**src/rtl/pipeline_hold_ctrl.sv**
```systemverilog
// pipeline_hold_ctrl: per-stage hold/bubble generation for a 5-stage pipeline with a multi-cycle divider
module pipeline_hold_ctrl #(
  parameter int DIV_CYCLES = 32
) (
  input  logic       clk,
  input  logic       rst,
  input  logic       stall_req_if,
  input  logic       stall_req_id,
  input  logic       stall_req_mem,
  input  logic       div_start,
  input  logic       flush,
  output logic [4:0] hold,
  output logic [4:0] bubble,
  output logic       div_busy,
  output logic       div_done
);
  typedef enum logic [1:0] {IDLE, RUN, DONE} state_t;
  state_t     state_q, state_d;
  logic [5:0] cnt_q, cnt_d;
  logic       flush_pend_q, flush_pend_d;
  logic       ex_stall, flush_eff;
  logic [3:0] stall_mask;
  always_comb begin
    state_d  = state_q;
    cnt_d    = cnt_q;
    ex_stall = 1'b0;
    case (state_q)
      IDLE: if (div_start && !flush) begin
        state_d  = RUN;
        cnt_d    = 6'(DIV_CYCLES - 1);
        ex_stall = 1'b1;
      end
      RUN: begin
        ex_stall = 1'b1;
        cnt_d    = cnt_q - 6'd1;
        state_d  = flush ? IDLE : (cnt_q == 6'd0) ? DONE : RUN;
      end
      DONE: state_d = (flush || !stall_req_mem) ? IDLE : DONE;
      default: state_d = IDLE;
    endcase
  end
  // a flush seen under a MEM stall waits until MEM releases, and only once
  assign flush_eff    = (flush | flush_pend_q) & ~stall_req_mem;
  assign flush_pend_d = stall_req_mem & (flush | flush_pend_q);
  assign stall_mask   = stall_req_mem ? 4'b1111 :
                        ex_stall      ? 4'b0111 :
                        stall_req_id  ? 4'b0011 :
                        stall_req_if  ? 4'b0001 : 4'b0000;
  assign hold     = (!rst || flush_eff) ? 5'b00000 : {1'b0, stall_mask};
  assign bubble   = !rst ? 5'b00000 : flush_eff ? 5'b00110 :
                    {stall_mask, 1'b0} & ~{1'b0, stall_mask};
  assign div_busy = rst && (state_q != IDLE);
  assign div_done = rst && (state_q == DONE) && !flush;
  always_ff @(posedge clk or negedge rst) begin
    if (!rst) begin
      state_q      <= IDLE;
      cnt_q        <= 6'd0;
      flush_pend_q <= 1'b0;
    end else begin
      state_q      <= state_d;
      cnt_q        <= cnt_d;
      flush_pend_q <= flush_pend_d;
    end
  end
endmodule

```
**config.mk**
```make
export PLATFORM = sky130hd
export DESIGN_NAME = pipeline_hold_ctrl
export DESIGN_NICKNAME = d
export VERILOG_FILES = /design/src/rtl/pipeline_hold_ctrl.sv
export SDC_FILE = /design/constraint.sdc
export NUM_CORES = 1
export LEC_CHECK = 0
export BUFFER_PORTS_ARGS = -buffer_cell sky130_fd_sc_hd__buf_2
export CORE_AREA = 2 2 40 42
export CTS_CLUSTER_DIAMETER = 150
export DETAILED_ROUTE_END_ITERATION = 8
export DIE_AREA = 0 0 42 44
export PLACE_DENSITY = 0.75
export SLEW_MARGIN = 40
export SYNTH_ARGS = -nofsm -noshare
export SYNTH_HDL_FRONTEND = slang
export SYNTH_SLANG_ARGS = --single-unit
```
**constraint.sdc**
```tcl
create_clock -name clk -period 2.7 [get_ports clk]
set_input_delay 0.135 -clock clk [delete_from_list [all_inputs] [get_ports clk]]
set_output_delay 0.135 -clock clk [all_outputs]
set_load 0.02 [all_outputs]
```
==> results of run 1 <==
==> what timing repair did <==
action / CTS / global route
hold buffers: 1 / 0
endpoints found under the setup margin: 0 / 0
endpoints found under the hold margin: 9 / 0
==> cell usage in the layout, fill, tap and decap left out, drive strengths merged, types with 2 or more instances in the layout <==
master	instances
nor2b	5
inv	5
o21ai	4
nor3	2
a31o	2
nor2	4
a21oi	7
mux2i	4
dfrtp	9
nand2	2
conb	2
nand3b	2
clkbuf	4
buf	16
==> how the worst min path moves through the flow <==
stage,to,cells after the start,startpoint,slack (ns)
2_1_floorplan,cnt_q[0]$_DFFE_PN0P_,0,rst,-0.16
3_3_place_gp,state_q[0]$_DFFE_PN0P_,1,rst,0.03
3_5_place_dp,state_q[0]$_DFFE_PN0P_,1,rst,0.03
4_1_cts,state_q[1]$_DFFE_PN0P_,2,flush,0.10
5_1_grt,state_q[1]$_DFFE_PN0P_,2,flush,0.1
6_report,state_q[1]$_DFFE_PN0P_,2,flush,0.11
==> logic make-up (layout without fill, tap and decap cells) <==
| kind of cell | Yosys count | in the layout | synth area share |
|---|---|---|---|
| buffers and inverters | 9 | 26 | 0.0855 |
| adder cells (fa/ha/maj) | 1 | 1 | 0.0204 |
| other | 1 | 2 | 0.00610 |
| multiplexers | 4 | 4 | 0.0652 |
| flip-flops | 9 | 9 | 0.367 |
| AO/OA/AOI/OAI | 17 | 17 | 0.177 |
| AND/OR/NAND/NOR | 26 | 26 | 0.279 |
==> power breakdown <==
part / internal [µW] / switching (µW)
clock: 56.8 / 44.7
combinational: 49.1 / 65.9
sequential: 159 / 21.8
total: 264 / 132
==> state kept, by name, indices dropped and copies added (netlist names) <==
register      count
state_q           2
flush_pend_q      1
cnt_q             6
==> per-stage QoR <==
stage / cells / instance area (µm²)
final: 101 / 721
after global routing: 101 / 721
after global placement: 96 / 684
after floorplan: 68 / 618
after CTS: 101 / 721
after detailed placement: 96 / 684
==> routing by layer <==
metal,share of wire,vias to the layer above
li1,-,272
met1,0.45,242
met2,0.49,11
met3,0.059,0
met4,0,0
met5,0,-
==> final cells by class <==
cell class              count  area [µm²]
fillers                   145         698
inverters                   5        18.8
well taps                  16        20.0
multi-input cells          50         340
repair buffers             17        90.1
clock buffers               4        26.3
flip-flops and latches      9         225
==> results.json, run 1 <==
{
  "area_growth_syn_to_layout_pct": 17.3,
  "coreArea_mm2": 0.00142,
  "reg2reg_from": "cnt_q[0]$_DFFE_PN0P_",
  "clk_path_buf_depth": 2,
  "finalCritPeriodShare": 0.641,
  "place.gp.congestion": 0.772,
  "synth_common_cells": "9 x dfrtp_1, 6 x a21oi_1, 5 x inv_1, 5 x nor2b_1",
  "postSynthCellCount": 67,
  "cap_violations": 0,
  "drive_above_1_share": 0.306,
  "htree_num_levels": 1,
  "use_met3": 0.0792,
  "yosysWarnings": 0,
  "avgSynthCellArea_um2": 9.17,
  "synthArstFlopShare": 1.00,
  "synth_top_area_frac": 0.367,
  "synth.top_cells.by_area": "dfrtp_1 37%, mux2i_1 6.5%, nor2b_1 5.1%",
  "power_leakage_uw": 0.000341,
  "dieHeight_um": 44,
  "ir_drop_mv": 0.237,
  "drc": 0,
  "clk_pin_slew_worst_paths_ns": 0.06,
  "crit_chain": "dlygate4sd3_1 > buf_2 > nor2b_1 > o21ai_0 > o21ai_0 > buf_2",
  "tightest_slew_ns": 0.514,
  "cp_max_fo": 15,
  "grt_pass1_wl_um": 2100,
  "synth_edf_count": 0,
  "port_buffers": 16,
  "r2r_cells": 5,
  "insertion_delay_ns": 0.26,
  "synth_seq_area_share": 0.367,
  "period_needed_ns": 1.73,
  "rsz0062_at_grt": "false",
  "drtIter0Drc": 11,
  "cp_num_cells": 6,
  "syn_area_um2": 614,
  "cp_data_required_time_ns": 2.57,
  "groute.layer.met2.usage": 0.256,
  "path_class": "in -> out",
  "diodes": 0,
  "cp_slowest_cell": "dlygate4sd3_1",
  "start_util": 0.433,
  "startpoint_type": "primary input",
  "avgViaCountPerCell": 5.20,
  "max-slew-margin-rel": 0.656,
  "numClockSinks": 9,
  "ant_nets": 0,
  "wl_per_cell_um": 11.8,
  "post-cts-setup-buffers": 0,
  "clock_tree.root_cell": "clkbuf_4",
  "antenna_found_initial": 0,
  "cp-endpoint": "bubble[2]",
  "cts_resized": 0,
  "dr_total_vias": 525,
  "global_route.overflow_total": 0,
  "cts_buffers": 3,
  "clock_skew_ns": 0.0111,
  "hold_viol": 0,
  "powerDensity_mw_per_mm2": 551,
  "status": "complete, no violations",
  "grt_pass1_vias": 498,
  "ioPinCount": 19,
  "worstPathArrival_ns": 1.60,
  "fin_hold_ws_ns": 0.107,
  "use_met1": 0.182,
  "worstReg2RegEnd": "cnt_q[4]$_DFFE_PN0P_",
  "max_freq_mhz": 578,
  "synth_most_common_cell": "dfrtp_1",
  "crit_family": "buffers and inverters",
  "postLayoutCoreUtil": 0.508,
  "crit_path_end_kind": "primary output",
  "crit_start": "rst",
  "r2r_slack_ns": 1.07,
  "crit_buf_inv": 3,
  "firstDrtPassIters": 4,
  "grt.total_usage": 0.156,
  "power.total_uw": 397,
  "nNetsFinal": 94,
  "wirelength_um": 1200,
  "worst_slack_ns": 0.970,
  "cts_tree": "built",
  "hp-class": "in -> reg",
  "die_area_mm2": 0.00185,
  "synth-seq-cells": 9,
  "finalSetupTns_ns": 0,
  "top_usage_layer": "met2",
  "slowest_delay_ns": 0.52,
  "pre_cts_slack_ns": 1.13,
  "dp_hpwl_um": 927,
  "dieWidth_um": 42,
  "netlist-cell-type-count": 31,
  "synth_top_area_cell": "dfrtp_1",
  "setup_viol": 0,
  "grt_max_degree": 16,
  "synth_ff_type": "dfrtp_1",
  "num_rows": 14,
  "drv_slew": 0
}
Note: power is estimated with default switching activity, not from simulation.
==> run 2: changes to the inputs <==
Settings changed: CORE_AREA 2 2 40 42 to 2 2 41 43, DIE_AREA 0 0 42 44 to 0 0 43 45, PLACE_DENSITY 0.75 to 0.74.
Clock period 2.7 ns to 1.4 ns, I/O delays scaled along.
==> run 2 against run 1 <==
The run now ends with negative setup slack left. Critical path depth shrank 1. Utilization is 8.4 points higher. First-iteration DRC count rose by 150%. Register-to-register slack worse by 1.1 ns. Worst setup slack worse by 1.0 ns. Non-clock buffer count increased by 15. Final cell count rose by 15%. Largest cell class unchanged. Highest routed layer is now met4.
==> results.json, run 2 (same netlist as run 1, synthesis figures left out) <==
{
  "status": "complete, but fails checks",
  "violations": "negative setup slack",
  "place.gp.congestion": 0.858,
  "worst_slack_ns": -0.0774,
  "diodes": 0,
  "crit_family": "simple AND/OR/NAND/NOR gates",
  "period_needed_ns": 1.48,
  "coreArea_mm2": 0.00147,
  "power.total_uw": 954,
  "cp_data_required_time_ns": 1.58,
  "dpl.cell_count": 105,
  "regMostFlops": "cnt_q",
  "drc": 0,
  "avgViaCountPerCell": 5.59,
  "hold_viol": 0,
  "clk_path_buf_depth": 2,
  "powerDensity_mw_per_mm2": 1100,
  "startpoint_type": "flip-flop",
  "grt_max_degree": 9,
  "power_frac_clock": 0.222,
  "drive_above_1_share": 0.480,
  "die_area_mm2": 0.00194,
  "clock_tree.root_cell": "clkbuf_4",
  "dpl_cell_area_um2": 758,
  "cp_max_fo": 2,
  "dr_total_vias": 649,
  "finalCritPeriodShare": 1.06,
  "grt_pass1_vias": 555,
  "fin_hold_ws_ns": 0.127,
  "global_route.overflow_total": 0,
  "crit_chain": "inv_2 > ha_4 > or4b_4 > a21oi_2 > mux2i_1",
  "htree_num_levels": 1,
  "postLayoutCoreUtil": 0.592,
  "drv_slew": 0,
  "p_int_uw": 620,
  "final_cell_mix": "15 x buf_2, 15 x buf_4, 8 x dfrtp_1, 5 x nor2b_1",
  "dp_hpwl_um": 1100,
  "clock_skew_ns": 0.00659,
  "dieHeight_um": 45,
  "area_growth_syn_to_layout_pct": 41.8,
  "cp_slowest_cell": "or4b_4",
  "cap_violations": 0,
  "crit_path_end_kind": "flip-flop",
  "grt_pass1_wl_um": 2520,
  "ioPinCount": 19,
  "max_freq_mhz": 677,
  "firstDrtPassIters": 4,
  "largest_reg_flops": 6,
  "worstPathArrival_ns": 1.66,
  "grt.total_usage": 0.179,
  "nNetsFinal": 109,
  "dieWidth_um": 43,
  "wirelength_um": 1710,
  "fin_cells": 116,
  "start_util": 0.418,
  "ant_nets": 0,
  "num_rows": 14,
  "r2r_slack_ns": -0.08,
  "finalInstanceArea_um2": 871,
  "cts_buffers": 3,
  "wl_per_cell_um": 14.8,
  "rsz0062_at_grt": "true",
  "clk_pin_slew_worst_paths_ns": 0.07,
  "power_leakage_uw": 0.000412,
  "antenna_found_initial": 0,
  "numClockSinks": 9,
  "crit_buf_inv": 1,
  "p_comb_frac": 0.409,
  "cts_tree": "built",
  "setup_viol": 2,
  "path_class": "reg -> reg",
  "multi_input_area_um2": 372,
  "insertion_delay_ns": 0.27,
  "slowest_delay_ns": 0.45,
  "top_regs": "cnt_q: 6 flops, state_q: 2 flops, flush_pend_q: 1 flops",
  "ir_drop_mv": 0.701,
  "fillers": 117,
  "drtIter0Drc": 27,
  "hp-class": "in -> reg",
  "seq_area_um2": 226,
  "p_sw_frac": 0.350,
  "port_buffers": 16,
  "seq_power_share": 0.369,
  "power.switching_uw": 334
}
run 2: what timing repair did:
| action | 4_1_cts | 5_1_grt |
|---|---|---|
| pin swaps | 1 | 1 |
| hold buffers | 2 | 0 |
| setup endpoints to repair | 6 | 7 |
| hold endpoints to repair | 9 | 0 |
| resized for setup | 5 | 5 |
| buffers inserted | 4 | 1 |
run 2: through the flow:
step	TNS (ns)	setup slack [ns]
finish	-0.0876	-0.0774
global route	-0.215	-0.133
CTS	-0.0862	-0.0699
detailed placement	-0.0718	-0.0718
global placement	-0.0244	-0.0244
floorplan	-0.0623	-0.0623
run 2: worst paths after layout:
check	depth (start not counted)	end	from
worst max-delay path	5	cnt_q[4]$_DFFE_PN0P_	cnt_q[1]$_DFFE_PN0P_
worst min-delay path	3	state_q[1]$_DFFE_PN0P_	stall_req_mem
worst max register to register	5	cnt_q[4]$_DFFE_PN0P_	cnt_q[1]$_DFFE_PN0P_
worst min register to register	1	cnt_q[5]$_DFFE_PN0P_	cnt_q[5]$_DFFE_PN0P_
max in group asynchronous	3	state_q[1]$_DFFE_PN0P_	rst
min in group asynchronous	2	flush_pend_q$_DFF_PN0_	rst
run 2: cell type report:
class / count / area share
inverters: 5 / 0.0216
repair buffers: 32 / 0.239
well taps: 16 / 0.0230
clock buffers: 4 / 0.0302
flip-flops and latches: 9 / 0.260
multi-input cells: 50 / 0.427
run 2: metal layers:
layer / up-vias / wire length [µm] / global-route usage
met5: - / 0 / 0
met3: 10 / 87 / 0.0320
met4: 0 / 94 / 0.127
met1: 309 / 685 / 0.207
li1: 300 / - / -
met2: 30 / 846 / 0.303
run 2: power groups by stage:
stage,combinational (µW),clock (µW),sequential (µW)
2_1_floorplan,172,0,342
3_3_place_gp,274,0,348
3_5_place_dp,284,0,352
4_1_cts,362,213,349
5_1_grt,418,219,356
6_report,390,212,352
run 2: worst reg2reg max path, delay by kind of cell, from the launching register on:
| family | cells | cell delay [ns] |
|---|---|---|
| mux | 1 | 0.20 |
| flops | 1 | 0.39 |
| buf+inv | 1 | 0.08 |
| fa+ha+maj | 1 | 0.13 |
| compound gates | 1 | 0.13 |
| simple gates | 1 | 0.45 |
==> run 3: changes to the inputs <==
Settings changed: ABC_AREA set to 1, SLEW_MARGIN 40 to unset.
==> run 3 against run 2 <==
The run still ends with negative setup slack left. Global-route usage grew 0.53 points. Largest cell class unchanged. Power rose by 2.4%. Synthesized cell count increased by 31%. Highest routed layer unchanged. Register-to-register slack improved by 0.20 ns. Sequential power up 10%. Critical path type is now reg -> out. Via count up 4.6%.
==> results.json, run 3 <==
{
  "worst_slack_ns": -0.0890,
  "drv_slew": 0,
  "insertion_delay_ns": 0.26,
  "clk_path_buf_depth": 2,
  "antenna_found_initial": 0,
  "clock_tree.root_cell": "clkbuf_4",
  "synth-seq-cells": 9,
  "crit_chain": "nor2_2 > nand2_2 > nand2_4 > nand3_2 > o21ai_2 > inv_1 > buf_6",
  "port_buffers": 16,
  "violations": "negative setup slack",
  "cts_tree": "built",
  "hp-class": "in -> reg",
  "start_util": 0.412,
  "yosysWarnings": 0,
  "final_cell_mix": "17 x nand2_1, 16 x inv_1, 12 x buf_2, 12 x buf_4, 11 x nand3_1",
  "die_area_mm2": 0.00194,
  "clock_skew_ns": 0.00236,
  "power_leakage_uw": 0.000477,
  "finalCritPeriodShare": 1.06,
  "cap_violations": 0,
  "global_route.overflow_total": 0,
  "cts_buffers": 3,
  "worstPathArrival_ns": 1.42,
  "largest_reg_flops": 6,
  "startpoint_type": "flip-flop",
  "diodes": 0,
  "top_regs": "cnt_q: 6 flops, state_q: 2 flops, flush_pend_q: 1 flops",
  "fin_cells": 132,
  "synth_edf_count": 0,
  "place.gp.congestion": 0.839,
  "nNetsFinal": 125,
  "slowest_delay_ns": 0.41,
  "regMostFlops": "cnt_q",
  "crit_path_end_kind": "primary output",
  "dp_hpwl_um": 1120,
  "ant_nets": 0,
  "dieHeight_um": 45,
  "setup_viol": 6,
  "max_freq_mhz": 672,
  "drtIter0Drc": 9,
  "avgViaCountPerCell": 5.14,
  "grt_max_degree": 9,
  "netlist-cell-type-count": 20,
  "crit_buf_inv": 2,
  "grt.total_usage": 0.185,
  "firstDrtPassIters": 3,
  "cp_data_required_time_ns": 1.33,
  "grt_pass1_vias": 637,
  "period_needed_ns": 1.49,
  "crit_family": "simple AND/OR/NAND/NOR gates",
  "cp_max_fo": 6,
  "wirelength_um": 1710,
  "r2r_slack_ns": 0.12,
  "path_class": "reg -> out",
  "area_growth_syn_to_layout_pct": 39.0,
  "wl_per_cell_um": 12.9,
  "cp_slowest_cell": "dfrtp_1",
  "finalInstanceArea_um2": 842,
  "num_rows": 14,
  "dpl.cell_count": 119,
  "ioPinCount": 19,
  "synth_ff_type": "dfrtp_1",
  "final_common_cell": "nand2_1",
  "drc": 0,
  "postSynthCellCount": 88,
  "finalSetupTns_ns": -0.360,
  "dpl_cell_area_um2": 694,
  "drive_above_1_share": 0.371,
  "coreArea_mm2": 0.00147,
  "synth_seq_area_share": 0.372,
  "numClockSinks": 9,
  "synth.top_cells.by_area": "dfrtp_1 37%, inv_1 11%, nand2_1 11%",
  "ir_drop_mv": 0.808,
  "pre_cts_slack_ns": 0.132,
  "hold_viol": 0,
  "htree_num_levels": 1,
  "synth_common_cells": "17 x inv_1, 17 x nand2_1, 12 x nand3_1",
  "clk_pin_slew_worst_paths_ns": 0.06,
  "rsz0062_at_grt": "true",
  "synth_top_area_cell": "dfrtp_1",
  "dr_total_vias": 679,
  "synth_top_area_frac": 0.372,
  "grt_pass1_wl_um": 2620,
  "avgSynthCellArea_um2": 6.88,
  "synthArstFlopShare": 1.00,
  "syn_area_um2": 606,
  "powerDensity_mw_per_mm2": 1160,
  "dieWidth_um": 43,
  "status": "complete, but fails checks"
}
## run 3: area by class of cell
| class | count | area, µm² |
|---|---|---|
| Fill cell | 157 | 629 |
| Multi-Input combinational cell | 58 | 325 |
| Sequential cell | 9 | 225 |
| Timing Repair Buffer | 26 | 171 |
| Inverter | 19 | 73.8 |
| Clock buffer | 4 | 26.3 |
| Tap cell | 16 | 20.0 |
## run 3: layer usage
layer	global-route usage	part of all wire
met1	0.197	0.41
met2	0.339	0.53
met3	0.0320	0.042
met4	0.115	0.020
met5	0	0
## run 3: final timing paths
| check | from | depth (start not counted) | endpoint |
|---|---|---|---|
| hold / removal | flush | 2 | state_q[1]$_DFFE_PN0P_ |
| setup reg to reg | cnt_q[1]$_DFFE_PN0P_ | 6 | state_q[1]$_DFFE_PN0P_ |
| hold reg to reg | cnt_q[2]$_DFFE_PN0P_ | 2 | cnt_q[2]$_DFFE_PN0P_ |
| min in group asynchronous | rst | 2 | cnt_q[0]$_DFFE_PN0P_ |
| max in group asynchronous | rst | 3 | cnt_q[4]$_DFFE_PN0P_ |
| setup / recovery | state_q[1]$_DFFE_PN0P_ | 7 | hold[0] |
## run 3: repair_timing
action,in CTS,in global routing
pin swaps,1,2
buffers inserted,6,3
hold endpoints to repair,9,0
gates resized for setup,6,9
hold buffers,1,0
endpoints found under the setup margin,5,10
## run 3: power by group
group	switching [µW]	internal, µW
combinational	234	154
clock	91.7	110
sequential	61.7	326
## run 3: metrics by stage
step / total power [µW] / util / hold slack (ns)
floorplan: 616 / - / -0.226
global placement: 695 / 0.472 / -0.109
detailed placement: 701 / 0.472 / -0.110
CTS: 949 / 0.538 / 0.0502
global route: 1060 / 0.572 / 0.0793
finish: 977 / 0.572 / 0.0876
## run 3: cell families after synthesis
logic type,share of synthesized area
AO/OA/AOI/OAI,0.0992
adder cells (fa/ha/maj),0.0207
buffers and inverters,0.155
flip-flops,0.372
other,0.00619
AND/OR/NAND/NOR,0.347
